$ cat config.mk
export PLATFORM = sky130hd
export DESIGN_NAME = counter_sequencer
export DESIGN_NICKNAME = d
export VERILOG_FILES = /design/src/rtl/counter_pkg.sv /design/src/rtl/counter_sequencer_tick_prescaler.sv /design/src/rtl/counter_sequencer.sv
export SDC_FILE = /design/constraint.sdc
export NUM_CORES = 1
export LEC_CHECK = 0
export BUFFER_PORTS_ARGS = -buffer_cell sky130_fd_sc_hd__buf_2
export CAP_MARGIN = 20
export CORE_MARGIN = 4
export CORE_UTILIZATION = 45
export DETAILED_ROUTE_END_ITERATION = 8
export PLACE_DENSITY = 0.72
export RECOVER_POWER = 50
export SLEW_MARGIN = 20
export SYNTH_ARGS = -nofsm -noshare
export SYNTH_HDL_FRONTEND = slang
export SYNTH_SLANG_ARGS = --single-unit
$ cat constraint.sdc
create_clock -name clk -period 6.1 [get_ports clk]
set_input_delay 0.305 -clock clk [delete_from_list [all_inputs] [get_ports clk]]
set_output_delay 0.305 -clock clk [all_outputs]
set_load 0.01 [all_outputs]
$ cat src/rtl/counter_pkg.sv
// Shared types and constants for the counter sequencer.
// State encoding plus mode/direction literals.
package counter_pkg;

  typedef enum logic [1:0] {
    IDLE,
    RUN,
    PAUSE,
    DONE
  } state_t;

  localparam logic MODE_ONESHOT = 1'b0;
  localparam logic MODE_RELOAD  = 1'b1;
  localparam logic DIR_UP       = 1'b0;
  localparam logic DIR_DOWN     = 1'b1;

endpackage

$ cat src/rtl/counter_sequencer_tick_prescaler.sv
// Rate divider: one tick every prescale+1 enabled cycles.
// clear wins over enable; a disabled divider holds its phase.
module tick_prescaler #(
  parameter int PRE_BITS = 4
) (
  input  logic                clk,
  input  logic                reset_n,
  input  logic                clear,
  input  logic                enable,
  input  logic [PRE_BITS-1:0] prescale,
  output logic                tick
);

  logic [PRE_BITS-1:0] cnt;

  assign tick = enable && (cnt == prescale);

  always_ff @(posedge clk or negedge reset_n) begin
    if (!reset_n) begin
      cnt <= '0;
    end else if (clear) begin
      cnt <= '0;
    end else if (enable) begin
      cnt <= tick ? '0 : cnt + 1'b1;
    end
  end

endmodule

$ cat src/rtl/counter_sequencer.sv
// Programmable timer: start/stop/pause, one-shot or reload,
// up or down, with a prescaled count rate and tc pulse.
module counter_sequencer
  import counter_pkg::*;
#(
  parameter int BITS     = 8,
  parameter int PRE_BITS = 4
) (
  input  logic                clk,
  input  logic                reset_n,
  input  logic                start,
  input  logic                stop,
  input  logic                pause,
  input  logic                mode,
  input  logic                dir,
  input  logic [BITS-1:0]     load_val,
  input  logic [PRE_BITS-1:0] prescale,
  output logic [BITS-1:0]     count,
  output logic                busy,
  output logic                done,
  output logic                tc_pulse
);

  state_t              state, state_n;
  logic [BITS-1:0]     count_n;
  logic                tc_n;
  logic                mode_q, dir_q;
  logic [BITS-1:0]     load_q;
  logic [PRE_BITS-1:0] pre_q;
  logic [BITS-1:0]     sv, tv;
  logic                active, run_en, tick;

  assign sv     = (dir_q == DIR_DOWN) ? load_q : '0;
  assign tv     = (dir_q == DIR_DOWN) ? '0 : load_q;
  assign active = (state == RUN) || (state == PAUSE);
  // Leaving PAUSE counts on the same edge, so a pause of
  // N cycles delays the run by exactly N cycles.
  assign run_en = active && !pause && !start && !stop;

  tick_prescaler #(
    .PRE_BITS(PRE_BITS)
  ) u_pre (
    .clk     (clk),
    .reset_n (reset_n),
    .clear   (start || stop),
    .enable  (run_en),
    .prescale(pre_q),
    .tick    (tick)
  );

  always_comb begin
    state_n = state;
    count_n = count;
    tc_n    = 1'b0;
    unique case (1'b1)
      stop: begin
        state_n = IDLE;
      end
      start && !stop: begin
        state_n = RUN;
        count_n = (dir == DIR_DOWN) ? load_val : '0;
      end
      !start && !stop: begin
        if (active) begin
          state_n = pause ? PAUSE : RUN;
          if (tick) begin
            if (count == tv) begin
              tc_n = 1'b1;
              if (mode_q == MODE_ONESHOT) begin
                state_n = DONE;
              end else begin
                count_n = sv;
              end
            end else if (dir_q == DIR_DOWN) begin
              count_n = count - 1'b1;
            end else begin
              count_n = count + 1'b1;
            end
          end
        end
      end
      default: ;
    endcase
  end

  always_ff @(posedge clk or negedge reset_n) begin
    if (!reset_n) begin
      state    <= IDLE;
      count    <= '0;
      busy     <= 1'b0;
      done     <= 1'b0;
      tc_pulse <= 1'b0;
    end else begin
      state    <= state_n;
      count    <= count_n;
      busy     <= (state_n == RUN) || (state_n == PAUSE);
      done     <= (state_n == DONE);
      tc_pulse <= tc_n;
    end
  end

  always_ff @(posedge clk or negedge reset_n) begin
    if (!reset_n) begin
      mode_q <= 1'b0;
      dir_q  <= 1'b0;
      load_q <= '0;
      pre_q  <= '0;
    end else if (start && !stop) begin
      mode_q <= mode;
      dir_q  <= dir;
      load_q <= load_val;
      pre_q  <= prescale;
    end
  end

endmodule

==> results.py <==
metrics = {
    "routing": {
        "drt_pre_antenna_iters": 4,
        "dr_total_vias": 1937,
        "drt.antenna.violating_nets": 0,
        "routedWlPerCell_um": 15.0,
        "via_per_inst": 5.43,
        "detail_route.wirelength_mm": 5.34,
        "drc": 0,
        "drt_iter0_markers": 116,
    },
    "power": {
        "power_density_nw_per_um2": 295,
        "irDropWorstVdd_v": 0.000173,
        "leakagePower_uw": 0.00108,
    },
    "outcome": {
        "outcome": "finished with violations",
        "failed_checks": "max-capacitance violations, max-slew violations",
    },
    "synth": {
        "mappedNetlistArea_um2": 2180,
        "most_common_cell_in_the_netlist": "sky130_fd_sc_hd__nand2_1",
        "synth_top_flop_cell": "sky130_fd_sc_hd__dfrtp_1",
        "yosys.cell_types.count": 53,
        "post-synth-top-area-fraction": 0.355,
        "synth_enable_flop_cells": 0,
        "seq_area_frac_synth": 0.355,
        "synth-seq-cells": 31,
        "async_flop_share": 1.00,
        "synthesis.area_per_instance_um2": 8.30,
        "synth.cells.most_frequent": "sky130_fd_sc_hd__nand2_1, sky130_fd_sc_hd__dfrtp_1, sky130_fd_sc_hd__nor2_1, sky130_fd_sc_hd__o21ai_0, sky130_fd_sc_hd__xnor2_1",
        "syn-instance-count": 263,
        "synth_fp_nets": 291,
        "post_synthesis_cell_type_with_the_largest_combined_area": "sky130_fd_sc_hd__dfrtp_1",
        "netlist_top_cells_area": "sky130_fd_sc_hd__dfrtp_1, sky130_fd_sc_hd__nand2_1, sky130_fd_sc_hd__xnor2_1",
        "yosys_warnings": 0,
    },
    "timing": {
        "final_min_period_over_clock_period": 0.469,
        "finalWorstPathRequiredPeriod_ns": 2.86,
        "timing.final.setup_violations": 0,
        "final-max-slew-violation-count": 32,
        "fin_skew_ns": 0.00676,
        "grt_setup_unrepaired": "false",
        "setup-tns-final_ns": 0,
        "worst-slew-pin-transition_ns": 1.64,
        "timing.fmax_ghz": 0.350,
        "slew_headroom": -0.0910,
        "number_of_endpoints_with_negative_hold_slack_in_the_final_report": 0,
    },
    "clock_tree": {
        "worstSkewPairLatency_ns": 0.28,
        "cts-htree-levels": 2,
        "tritoncts": "done",
        "clk_root_buffer_cell": "sky130_fd_sc_hd__clkbuf_8",
        "cts.path.max_buffers": 2,
        "clk_pin_slew_ns": 0.07,
        "ctsResizeCount": 0,
        "postCtsSetupRepairBufs": 0,
        "cts.sinks": 31,
        "hold_fix_buffers_cts": 0,
        "num_cts_buffers": 5,
    },
    "floorplanning": {
        "chipHeight_um": 77.7,
        "die_x_um": 77.7,
        "core_um2": 4720,
        "start_util": 0.462,
        "rows": 25,
        "design.portCount": 30,
        "die_area_um2": 6030,
    },
    "placed_design": {
        "post_dp_cell_area_um2": 2360,
        "buffer_ports.inserted": 29,
        "gp_congestion": 0.946,
        "place.detailed.hpwl_mm": 3.94,
        "dp_cells": 349,
    },
    "critical_path": {
        "timing_worst_setup_path_type": "register to register",
        "worst_stage_delay_on_the_critical_path_ns": 0.90,
        "type_of_element_capturing_the_critical_path": "register",
        "startpoint_type": "register",
        "cp.required_ns": 6.27,
        "max_stage_delay_cell_worst_path": "sky130_fd_sc_hd__dfrtp_1",
        "timing.critical_path.arrival_ns": 3.03,
        "critPathMaxFanout": 29,
        "cp_cell_sequence": "inv_2, a211oi_1, o211ai_2, nor3_4, a221oi_1, nor3_1, ha_1",
    },
    "global_routing": {
        "global_route_wire_length_before_repair_mm": 9.12,
        "grt_start_max_net_pins": 32,
        "grt_busiest_layer": "met2",
        "overflow": 0,
        "first_global_vias": 1888,
        "grt_usage": 0.188,
        "groute.layer.met1.usage": 0.257,
        "grt_antenna_before_repair": 0,
        "met3_usage": 0.0394,
        "m2_gr_usage": 0.301,
    },
    "layout": {
        "num_antenna_cells": 0,
        "finalNetCount": 317,
        "finish.cell_count_without_fillers": 357,
        "core_util_final": 0.523,
        "post_route_cells_drive_above_1_share": 0.148,
        "fin_area_um2": 2470,
        "syn2layout_area_growth_pct": 13.1,
    },
    "run": {
        "drv_cap": 1,
    },
    "hold_path": {
        "hp-class": "input port to register",
    },
}
==> cells by family after synthesis <==
kind of cell / after synthesis / share of synthesized area
buffers and inverters: 19 / 0.0424
DFF: 31 / 0.355
and+or+nand+nor: 126 / 0.276
xor gates and xnor gates: 17 / 0.0682
muxes: 2 / 0.0138
adders and majority gates: 9 / 0.0550
AOI/OAI and AO/OA: 59 / 0.190
==> worst max-delay path: cells and delay by family (launching register included) <==
family,cells,cell delay [ns]
AO/OA/AOI/OAI,3,0.87
flip-flops,1,0.90
adder cells (fa/ha/maj),1,0.29
buffers and inverters,1,0.18
AND/OR/NAND/NOR,2,0.50
==> cell usage in the layout (no fill, tap or decap), types with 5 or more instances in the layout <==
| master | count |
|---|---|
| sky130_fd_sc_hd__a211oi_1 | 5 |
| sky130_fd_sc_hd__a21oi_1 | 6 |
| sky130_fd_sc_hd__a31oi_1 | 5 |
| sky130_fd_sc_hd__buf_2 | 27 |
| sky130_fd_sc_hd__clkbuf_8 | 6 |
| sky130_fd_sc_hd__dfrtp_1 | 31 |
| sky130_fd_sc_hd__ha_1 | 8 |
| sky130_fd_sc_hd__inv_1 | 7 |
| sky130_fd_sc_hd__nand2_1 | 63 |
| sky130_fd_sc_hd__nand3_1 | 6 |
| sky130_fd_sc_hd__nor2_1 | 16 |
| sky130_fd_sc_hd__nor2b_1 | 6 |
| sky130_fd_sc_hd__nor3_1 | 11 |
| sky130_fd_sc_hd__o21ai_0 | 16 |
| sky130_fd_sc_hd__xnor2_1 | 12 |
| sky130_fd_sc_hd__xor2_1 | 5 |
==> worst paths after layout <==
path,to,depth (start not counted),slack (ns),startpoint
max in group asynchronous,count[3],1,4.72,reset_n
worst max-delay path,busy,7,3.24,dir_q
min in group asynchronous,count[0],1,0.43,reset_n
worst min-delay path,pre_q[1],3,0.21,prescale[1]
worst max register to register,busy,7,3.24,dir_q
worst min register to register,pre_q[1],2,0.49,pre_q[1]
==> final cells by class <==
class                           count  area [um^2]
Multi-Input combinational cell    213         1320
Timing Repair Buffer               30          146
Inverter                            8         30.0
Sequential cell                    31          776
Tap cell                           67         83.8
Clock buffer                        6         82.6
Fill cell                         460         2250
Clock inverter                      2         35.0
==> routing by layer <==
metal	share of wire	up-vias
met1	0.47	908
met4	0.0082	0
li1	-	981
met3	0.044	5
met2	0.48	43
met5	0	-
==> registers in the layout, summed over array words and instances (netlist names) <==
signal	flops
count	8
load_q	8
pre_q	4
u_pre.cnt	4
state	2
busy	1
dir_q	1
done	1
mode_q	1
tc_pulse	1
==> through the flow <==
step / setup slack, ns / hold WS (ns) / power (uW)
after floorplan: 3.90 / 0.00941 / 450
after global placement: 3.41 / 0.398 / 516
after detailed placement: 3.27 / 0.389 / 517
after CTS: 3.26 / 0.0775 / 732
after global routing: 3.02 / 0.213 / 777
final: 3.24 / 0.211 / 727
==> report_power, final <==
group | switching, uW | leakage (uW) | internal (uW)
logic | 135 | 0.000628 | 106
clock network | 77.8 | 0.0000612 | 132
registers | 46.8 | 0.000393 | 229
(Power assumes the default switching activity.)
